[config.mk]
export PLATFORM = sky130hd
export DESIGN_NAME = multdiv_unit_flat
export DESIGN_NICKNAME = d
export VERILOG_FILES = /design/src/rtl/multdiv_if.sv /design/src/rtl/multdiv_unit.sv /design/src/flat_wrapper.sv
export SDC_FILE = /design/constraint.sdc
export NUM_CORES = 1
export LEC_CHECK = 0
export CORE_ASPECT_RATIO = 0.8
export CORE_MARGIN = 4
export CORE_UTILIZATION = 34
export CTS_CLUSTER_SIZE = 25
export DETAILED_ROUTE_END_ITERATION = 7
export PLACE_DENSITY = 0.6
export SLEW_MARGIN = 20
export SYNTH_ARGS = -nofsm -noshare
export SYNTH_HDL_FRONTEND = slang
export SYNTH_SLANG_ARGS = --single-unit
[constraint.sdc]
create_clock -name clock -period 13.8 [get_ports clock]
set_input_delay 3.45 -clock clock [delete_from_list [all_inputs] [get_ports clock]]
set_output_delay 3.45 -clock clock [all_outputs]
set_load 0.03 [all_outputs]
[src/rtl/multdiv_if.sv]
// Operand/control/result bundle between the register-file read ports, the
// multiply/divide unit and the writeback mux. data_remainder exists only with MULTDIV_REMAINDER_EN.
interface multdiv_if #(
    parameter int unsigned WIDTH = 32
);
    logic [WIDTH-1:0] data_operandA;
    logic [WIDTH-1:0] data_operandB;
    logic             ctrl_MULT;
    logic             ctrl_DIV;
    logic [WIDTH-1:0] data_result;
    logic             data_exception;
    logic             data_resultRDY;
    logic             busy;
`ifdef MULTDIV_REMAINDER_EN
    logic [WIDTH-1:0] data_remainder;
`endif

    modport master (
        output data_operandA, data_operandB, ctrl_MULT, ctrl_DIV,
        input  data_result, data_exception, data_resultRDY, busy
`ifdef MULTDIV_REMAINDER_EN
        , input data_remainder
`endif
    );

    modport slave (
        input  data_operandA, data_operandB, ctrl_MULT, ctrl_DIV,
        output data_result, data_exception, data_resultRDY, busy
`ifdef MULTDIV_REMAINDER_EN
        , output data_remainder
`endif
    );
endinterface

[src/rtl/multdiv_unit.sv]
// Multicycle signed multiply (radix-2 Booth) / divide (restoring on magnitudes), fixed WIDTH-cycle
// latency. Optional remainder output enabled by defining MULTDIV_REMAINDER_EN.
module multdiv_unit #(
    parameter int unsigned WIDTH = 32,
    parameter int unsigned CNT_W = 6
) (
    input logic      clock,
    input logic      ctrl_reset,
    multdiv_if.slave bus
);
    typedef enum logic [1:0] {StIdle, StBusy, StDone} state_e;

    localparam logic [WIDTH-1:0] IntMin = {1'b1, {(WIDTH-1){1'b0}}};

    state_e           state_q, state_d;
    logic [CNT_W-1:0] cnt_q, cnt_d;
    logic [WIDTH:0]   hi_q, hi_d;
    logic [WIDTH-1:0] lo_q, lo_d;
    logic             qm1_q, qm1_d;
    logic [WIDTH-1:0] opd_q, opd_d;
    logic             is_div_q, is_div_d;
    logic             q_neg_q, q_neg_d;
    logic             r_neg_q, r_neg_d;
    logic             div_zero_q, div_zero_d;
    logic             div_ovf_q, div_ovf_d;
    logic [WIDTH-1:0] result_q, result_d;
    logic             exc_q, exc_d;
`ifdef MULTDIV_REMAINDER_EN
    logic [WIDTH-1:0] rem_q, rem_d;
`endif

    logic             start, sign_a, sign_b;
    logic [WIDTH-1:0] mag_a, mag_b;
    logic [WIDTH:0]   mul_sum, mul_hi, div_shift, div_diff, div_hi;
    logic [WIDTH-1:0] mul_lo, div_lo;
    logic             mul_ovf;

    assign start  = bus.ctrl_MULT ^ bus.ctrl_DIV;
    assign sign_a = bus.data_operandA[WIDTH-1];
    assign sign_b = bus.data_operandB[WIDTH-1];
    assign mag_a  = sign_a ? -bus.data_operandA : bus.data_operandA;
    assign mag_b  = sign_b ? -bus.data_operandB : bus.data_operandB;

    // One iteration of each algorithm; the accumulator is WIDTH+1 bits so Booth survives INT_MIN.
    always_comb begin
        mul_sum = hi_q;
        case ({lo_q[0], qm1_q})
            2'b01:   mul_sum = hi_q + {opd_q[WIDTH-1], opd_q};
            2'b10:   mul_sum = hi_q - {opd_q[WIDTH-1], opd_q};
            default: mul_sum = hi_q;
        endcase
        mul_hi    = {mul_sum[WIDTH], mul_sum[WIDTH:1]};
        mul_lo    = {mul_sum[0], lo_q[WIDTH-1:1]};
        mul_ovf   = !((&{mul_hi[WIDTH-1:0], mul_lo[WIDTH-1]}) ||
                      !(|{mul_hi[WIDTH-1:0], mul_lo[WIDTH-1]}));
        div_shift = {hi_q[WIDTH-1:0], lo_q[WIDTH-1]};
        div_diff  = div_shift - {1'b0, opd_q};
        div_hi    = div_diff[WIDTH] ? div_shift : div_diff;
        div_lo    = {lo_q[WIDTH-2:0], ~div_diff[WIDTH]};
    end

    always_comb begin
        state_d    = state_q;
        cnt_d      = cnt_q;
        hi_d       = hi_q;
        lo_d       = lo_q;
        qm1_d      = qm1_q;
        opd_d      = opd_q;
        is_div_d   = is_div_q;
        q_neg_d    = q_neg_q;
        r_neg_d    = r_neg_q;
        div_zero_d = div_zero_q;
        div_ovf_d  = div_ovf_q;
        result_d   = result_q;
        exc_d      = exc_q;
`ifdef MULTDIV_REMAINDER_EN
        rem_d      = rem_q;
`endif
        if (start) begin
            state_d    = StBusy;
            cnt_d      = '0;
            is_div_d   = bus.ctrl_DIV;
            hi_d       = '0;
            qm1_d      = 1'b0;
            opd_d      = bus.ctrl_DIV ? mag_b : bus.data_operandA;
            lo_d       = bus.ctrl_DIV ? mag_a : bus.data_operandB;
            q_neg_d    = sign_a ^ sign_b;
            r_neg_d    = sign_a;
            div_zero_d = (bus.data_operandB == '0);
            div_ovf_d  = (bus.data_operandA == IntMin) && (bus.data_operandB == '1);
        end else begin
            case (state_q)
                StBusy: begin
                    cnt_d = cnt_q + 1'b1;
                    hi_d  = is_div_q ? div_hi : mul_hi;
                    lo_d  = is_div_q ? div_lo : mul_lo;
                    qm1_d = lo_q[0];
                    if (cnt_q == CNT_W'(WIDTH - 1)) begin
                        state_d = StDone;
`ifdef MULTDIV_REMAINDER_EN
                        rem_d   = '0;
`endif
                        if (!is_div_q) begin
                            result_d = mul_lo;
                            exc_d    = mul_ovf;
                        end else if (div_zero_q) begin
                            result_d = '0;
                            exc_d    = 1'b1;
                        end else if (div_ovf_q) begin
                            result_d = IntMin;
                            exc_d    = 1'b1;
                        end else begin
                            result_d = q_neg_q ? -div_lo : div_lo;
                            exc_d    = 1'b0;
`ifdef MULTDIV_REMAINDER_EN
                            rem_d    = r_neg_q ? -div_hi[WIDTH-1:0] : div_hi[WIDTH-1:0];
`endif
                        end
                    end
                end
                StDone:  state_d = StIdle;
                default: state_d = state_q;
            endcase
        end
    end

    always_ff @(posedge clock) begin
        if (ctrl_reset) begin
            state_q    <= StIdle;
            cnt_q      <= '0;
            hi_q       <= '0;
            lo_q       <= '0;
            qm1_q      <= 1'b0;
            opd_q      <= '0;
            is_div_q   <= 1'b0;
            q_neg_q    <= 1'b0;
            r_neg_q    <= 1'b0;
            div_zero_q <= 1'b0;
            div_ovf_q  <= 1'b0;
            result_q   <= '0;
            exc_q      <= 1'b0;
`ifdef MULTDIV_REMAINDER_EN
            rem_q      <= '0;
`endif
        end else begin
            state_q    <= state_d;
            cnt_q      <= cnt_d;
            hi_q       <= hi_d;
            lo_q       <= lo_d;
            qm1_q      <= qm1_d;
            opd_q      <= opd_d;
            is_div_q   <= is_div_d;
            q_neg_q    <= q_neg_d;
            r_neg_q    <= r_neg_d;
            div_zero_q <= div_zero_d;
            div_ovf_q  <= div_ovf_d;
            result_q   <= result_d;
            exc_q      <= exc_d;
`ifdef MULTDIV_REMAINDER_EN
            rem_q      <= rem_d;
`endif
        end
    end

    assign bus.data_result    = result_q;
    assign bus.data_exception = exc_q;
    assign bus.data_resultRDY = (state_q == StDone);
    assign bus.busy           = (state_q == StBusy);
`ifdef MULTDIV_REMAINDER_EN
    assign bus.data_remainder = rem_q;
`endif
endmodule

[src/flat_wrapper.sv]
// flat-port wrapper written by rule: the top's interface ports become plain ports
module multdiv_unit_flat 
#(
    parameter int unsigned WIDTH = 32,
    parameter int unsigned CNT_W = 6
)
  (clock, ctrl_reset, bus_data_operandA, bus_data_operandB, bus_ctrl_MULT, bus_ctrl_DIV, bus_data_result, bus_data_exception, bus_data_resultRDY, bus_busy);
  multdiv_if #(.WIDTH(WIDTH)) bus_i ();
  input logic clock;
  input logic ctrl_reset;
  input wire logic [$bits(bus_i.data_operandA)-1:0] bus_data_operandA;
  input wire logic [$bits(bus_i.data_operandB)-1:0] bus_data_operandB;
  input wire logic [$bits(bus_i.ctrl_MULT)-1:0] bus_ctrl_MULT;
  input wire logic [$bits(bus_i.ctrl_DIV)-1:0] bus_ctrl_DIV;
  output wire logic [$bits(bus_i.data_result)-1:0] bus_data_result;
  output wire logic [$bits(bus_i.data_exception)-1:0] bus_data_exception;
  output wire logic [$bits(bus_i.data_resultRDY)-1:0] bus_data_resultRDY;
  output wire logic [$bits(bus_i.busy)-1:0] bus_busy;
  assign bus_i.data_operandA = bus_data_operandA;
  assign bus_i.data_operandB = bus_data_operandB;
  assign bus_i.ctrl_MULT = bus_ctrl_MULT;
  assign bus_i.ctrl_DIV = bus_ctrl_DIV;
  assign bus_data_result = bus_i.data_result;
  assign bus_data_exception = bus_i.data_exception;
  assign bus_data_resultRDY = bus_i.data_resultRDY;
  assign bus_busy = bus_i.busy;
  multdiv_unit #(.WIDTH(WIDTH), .CNT_W(CNT_W)) u_core (.clock(clock), .ctrl_reset(ctrl_reset), .bus(bus_i));
endmodule
# Yosys cells after proc, flatten, opt, wreduce, memory -nomap -nowiden
# Cells that the tools add are included.
[totals]
out_inout_bits = 35
regBits = 143
inputBits = 68
[op_classes]
n_bitwise = 4
eq_ne = 9
add_sub_neg = 7
n_reduce_logical = 14
mux = 20
[op_table]
columns = ["operator", "n"]
rows = [
  ["$mux 32", 11],
  ["$neg 32->32", 3],
  ["$mux 33", 2],
  ["$pmux 33 s2", 1],
  ["$eq 32x32->1 const B", 2],
  ["$add 33x33->33", 1],
  ["$reduce_and 33->1", 1],
  ["$reduce_or 33->1", 1],
  ["$sub 33x32->33", 1],
  ["$sub 33x33->33", 1],
  ["$logic_not 32->1", 1],
  ["$add 6x1->6 const B", 1],
  ["$eq 6x5->1 const B", 1],
  ["$eq 2x1->1 const B", 2],
  ["$eq 2x2->1 const B", 2],
  ["$mux 1", 4],
  ["$pmux 2 s2", 1],
  ["$reduce_and 2->1", 2],
  ["$reduce_bool 2->1", 2],
  ["$ne 3x1->1 const B", 1],
  ["$reduce_and 3->1", 1],
  ["$reduce_bool 3->1", 1],
  ["$logic_not 1->1", 2],
  ["$mux 2", 1],
  ["other kinds (6)", 8],
]

# Logic depth before layout (Yosys ltp)
[logic_depth]
ltp_word = 7
ltp_mapped = 25
ltp_nobuf = 23

# Worst setup path before layout
# OpenSTA, ideal clock, no wires.
[synth_path]
path_type = "reg2reg"
from = "register u_core.opd_q[14]"
to = "register u_core.result_q[31] (netlist: u_core.bus.data_result[31])"
required_time_ps = 13709
arrival_time_ps = 6219
path_slack_ps = 7490
path_stages_with_launch = 24
path_cell_list = "dfxtp_1 -> inv_1 -> ha_1 -> and3_1 -> a221o_1 -> a21o_1 -> nor3_1 -> a211oi_1 -> o41ai_1 -> o21ai_0 -> a221o_1 -> a21o_1 -> ha_1 -> clkbuf_1 -> or3_1 -> or4_1 -> or3_4 -> or4_4 -> or4_4 -> o31ai_4 -> xnor2_1 -> nor2_1 -> or3_1 -> a311oi_1"
[synth_between]
elab_chain_len = 7
[synth_rtl]
columns = ["element", "line_no", "rtl"]
rows = [
  ["from (decl)", "multdiv_unit.sv:20", "logic [WIDTH-1:0] opd_q, opd_d;"],
  ["from (signal assigned)", "multdiv_unit.sv:151", "opd_q <= opd_d;"],
  ["$sub 33x32->33", "multdiv_unit.sv:57", "div_diff = div_shift - {1'b0, opd_q};"],
  ["$not 1->1", "multdiv_unit.sv:59", "div_lo = {lo_q[WIDTH-2:0], ~div_diff[WIDTH]};"],
  ["$neg 32->32", "multdiv_unit.sv:113", "result_d = q_neg_q ? -div_lo : div_lo;"],
  ["$mux 32", "multdiv_unit.sv:113", ""],
  ["$mux 32", "multdiv_unit.sv:109", "end else if (div_ovf_q) begin"],
  ["$mux 32", "multdiv_unit.sv:106", "end else if (div_zero_q) begin"],
  ["$mux 32", "multdiv_unit.sv:103", "if (!is_div_q) begin"],
  ["to (signal assigned)", "multdiv_unit.sv:157", "result_q <= result_d;"],
  ["to (decl)", "multdiv_unit.sv:26", "logic [WIDTH-1:0] result_q, result_d;"],
]
# No other way between the ends.
# A chain may end at the register's enable or synchronous reset.

# Final worst setup path
[layout_path]
from = "register u_core.lo_q[31]"
to = "register u_core.result_q[31] (netlist: u_core.bus.data_result[31])"
[layout_between]
elab_chain_len = 7
[layout_rtl]
columns = ["element", "line_no", "rtl"]
rows = [
  ["from (decl)", "multdiv_unit.sv:18", "logic [WIDTH-1:0] lo_q, lo_d;"],
  ["from (signal assigned)", "multdiv_unit.sv:149", "lo_q <= lo_d;"],
  ["$sub 33x32->33", "multdiv_unit.sv:57", ""],
  ["$not 1->1", "multdiv_unit.sv:59", ""],
  ["$neg 32->32", "multdiv_unit.sv:113", ""],
  ["$mux 32", "multdiv_unit.sv:113", ""],
  ["$mux 32", "multdiv_unit.sv:109", ""],
  ["$mux 32", "multdiv_unit.sv:106", ""],
  ["$mux 32", "multdiv_unit.sv:103", ""],
]
# No other way between the ends.

==> impl_metrics.ini <==
[finish]
n_antenna_cell = 0
final_cells = 2610
area_delta_synth_final_pct = 12.98
nets = 2188
final_common_cell = nand2_1
drive_gt1_frac = 0.04519
n_fill_cell = 4373
layout_common_cells = 236 x nand2_1, 226 x nor2_1, 173 x a21oi_1

[route]
wl_per_cell_um = 19.75
drtPass1Iterations = 6
drt_iter0_markers = 1657
vias_per_cell = 5.975
detail_route.drc_violations = 0
vias = 15600
wl_um = 51540
ant_nets = 0

[synthesis]
synth_xor_area_frac = 0.09565
synth_top_area_cell = dfxtp_1
async_flop_share = 0
ys_seq_area_frac = 0.1991
synth_cell_types = 75
yosysWarnings = 0
synth_seq_cells = 143
synth-simple-area-share = 0.2499
netlist_instances = 2055
synth_mux_area_frac = 0.02106
synth-edff-count = 0
avgSynthCellArea_um2 = 6.996
synth_top_area_frac = 0.1991
synth.net_count = 2197
synthAdderAreaFrac = 0.06545
netlist_top_cells_area = dfxtp_1 20%, ha_1 6.3%, nand2_1 6.2%
synth_compound_gate_area_share = 0.3116
synth_top_family_by_area = compound AO/OA/AOI/OAI gates
syn_area_um2 = 14380
synth_ff_type = dfxtp_1

[global_route]
grt_pass1_wl_um = 80120
met2_usage = 0.3241
grt_use_total = 0.2180
busiest_layer = met2
grt_overflow = 0
grt_max_degree = 112
grt_use_met1 = 0.3186
grt_antenna_before_repair = 3
met3_usage = 0.03862
grt_pass1_vias = 14240

[setup_path]
rr_worst_depth = 24
critPathLaunchType = flop
end_kind = flop
crit_arrival_ns = 7.84
cp_max_fo = 44
reg2reg_to = u_core.bus.data_result[31]
r2r-start = u_core.lo_q[31]
critical_path_class = flop to flop
critical_path.startpoint = u_core.lo_q[31]
critical_path_required_ns = 14.15
reg2reg_setup_slack_ns = 6.31

[die]
core_um2 = 41830
start_util = 0.3437
dieArea_um2 = 45660
rows = 67
die_x_um = 237.9
die_y_um = 191.9
ios = 103

[placed_design]
dp_hpwl_um = 39060
port_buffers = 102
dp_cells = 2579
gp_congestion = 0.9078

[clock_network]
clock_latency_ns = 0.45
hold_buffers = 0
cts_max_level = 4
ctsLongestPathBuffers = 2
cts_sinks = 143
post_cts_resized = 0
numCtsBuffers = 17
cts_root_buffer = clkbuf_16
cts.clk_slew.worst_paths_ns = 0.06
post_cts_buffers = 0
cts_tree = built

[power_and_ir_drop]
p_sw_uw = 591.2
pwr_density_cell_nw_per_um2 = 93.95
switching_share = 0.3874
leakagePower_nw = 5.806
p_comb_frac = 0.386
ir_drop_uv = 98.71
pwr-share-seq = 0.309
p_int_uw = 934.8
clkPwrFrac = 0.305

[sta]
period_share = 0.5426
hold_violations = 0
fmax_mhz = 133.6
slew_viol_final = 0
slew_headroom = 0.2883
rsz0062_at_grt = no
fin_crit_ns = 7.487
tightest_slew_ns = 1.041
setup_violations = 0
skew_ns = 0.008744
setup_tns_ns = 0

[min_path]
hold_end = u_core.qm1_q
min_from = u_core.qm1_q
hp-class = flop to flop
hold_path_depth = 2

[flow_run]
cap_viol_max_count = 0

[outcome]
status = finished clean
==> how the worst max path moves through the flow <==
stage	end
2_1_floorplan	u_core.bus.data_result[31]
3_3_place_gp	u_core.opd_q[30]
3_5_place_dp	u_core.bus.data_result[31]
4_1_cts	u_core.bus.data_result[31]
5_1_grt	u_core.bus.data_result[31]
6_report	u_core.bus.data_result[31]
==> routing by layer <==
metal,vias up,wire length (um)
met5,-,7
met4,2,1349
met3,80,3549
met2,524,21670
met1,7452,24970
li1,7537,-
==> synthesized netlist by cell type (9+ instances only) <==
master and instances:
xnor2_1 101, nand2_1 237, mux2i_1 19, a21oi_1 173, nor2_1 226, a311oi_1 29, a31oi_1 50, buf_1 20
o31ai_1 40, a221oi_1 9, o41ai_1 10, dfxtp_1 143, o21ai_0 106, a21o_1 28, nor3b_1 9, nand3_1 39
nand2b_1 18, nor3_1 62, nor4_1 13, and2_1 12, nor2b_1 19, mux2_2 10, clkbuf_1 127, o21a_1 12
inv_1 64, or3_1 42, a211oi_1 110, xor2_1 56, nand4_1 23, o211ai_1 30, and3_1 16, ha_1 72
or4_1 22
==> state kept, by name, indices dropped and copies added (netlist names), 2 cells and up <==
register                cells
u_core.cnt_q                6
u_core.state_q              2
u_core.hi_q                33
u_core.bus.data_result     32
u_core.lo_q                32
u_core.opd_q               32
==> through the flow <==
| stage | cell area [um2] | setup WS, ns | utilization | hold WS (ns) | power (mW) |
|---|---|---|---|---|---|
| after floorplan | 14380 | 7.490 | - | 0.4363 | 0.8929 |
| after global placement | 15670 | 6.636 | 0.3746 | 0.4469 | 1.051 |
| after detailed placement | 15670 | 6.523 | 0.3746 | 0.4492 | 1.058 |
| after CTS | 16240 | 6.502 | 0.3882 | 0.4587 | 1.527 |
| after global routing | 16240 | 5.920 | 0.3883 | 0.5020 | 1.614 |
| final | 16240 | 6.313 | 0.3883 | 0.4622 | 1.526 |
==> final cells by class <==
cell class              count  area [um2]  share of cell area
multi-input cells        1696       10700              0.6590
flip-flops and latches    143        2865              0.1764
repair buffers            122        1167             0.07187
well taps                 552       690.7             0.04252
clock buffers              24       481.7             0.02966
inverters                  66       247.7             0.01525
clock inverters             7       85.08            0.005238
==> critical path: stages, from the launching register on <==
cell and delay, ns:
dfxtp_1 0.35, inv_1 0.08, ha_1 0.21, fa_1 0.41, nor2b_1 0.16, o21ai_0 0.12, a21boi_0 0.50, o21ai_0 0.32
a211oi_1 0.52, o41ai_1 0.19, o21ai_0 0.38, a221o_1 0.22, a21o_1 0.12, ha_1 0.23, buf_4 0.28, or3_1 0.41
or4_1 0.52, or3_4 0.40, or4_4 0.48, or4_4 0.48, o31ai_4 0.19, xnor2_1 0.14, nor2_1 0.05, or3_1 0.30
a311oi_1 0.29
==> power groups by stage <==
stage / combinational [mW] / sequential [mW] / clock, mW
finish: 0.589 / 0.472 / 0.465
global route: 0.650 / 0.475 / 0.489
CTS: 0.582 / 0.471 / 0.474
detailed placement: 0.578 / 0.480 / 0
global placement: 0.572 / 0.478 / 0
floorplan: 0.429 / 0.464 / 0
==> cell families (layout without fill, tap and decap cells) <==
logic type	after synthesis	count (layout)
XOR/XNOR	157	157
flip-flops	143	143
AO/OA/AOI/OAI	673	673
buffers and inverters	216	219
multiplexers	29	29
adder cells (fa/ha/maj)	74	74
AND/OR/NAND/NOR	763	763
Power figures use the tool's default switching activity.
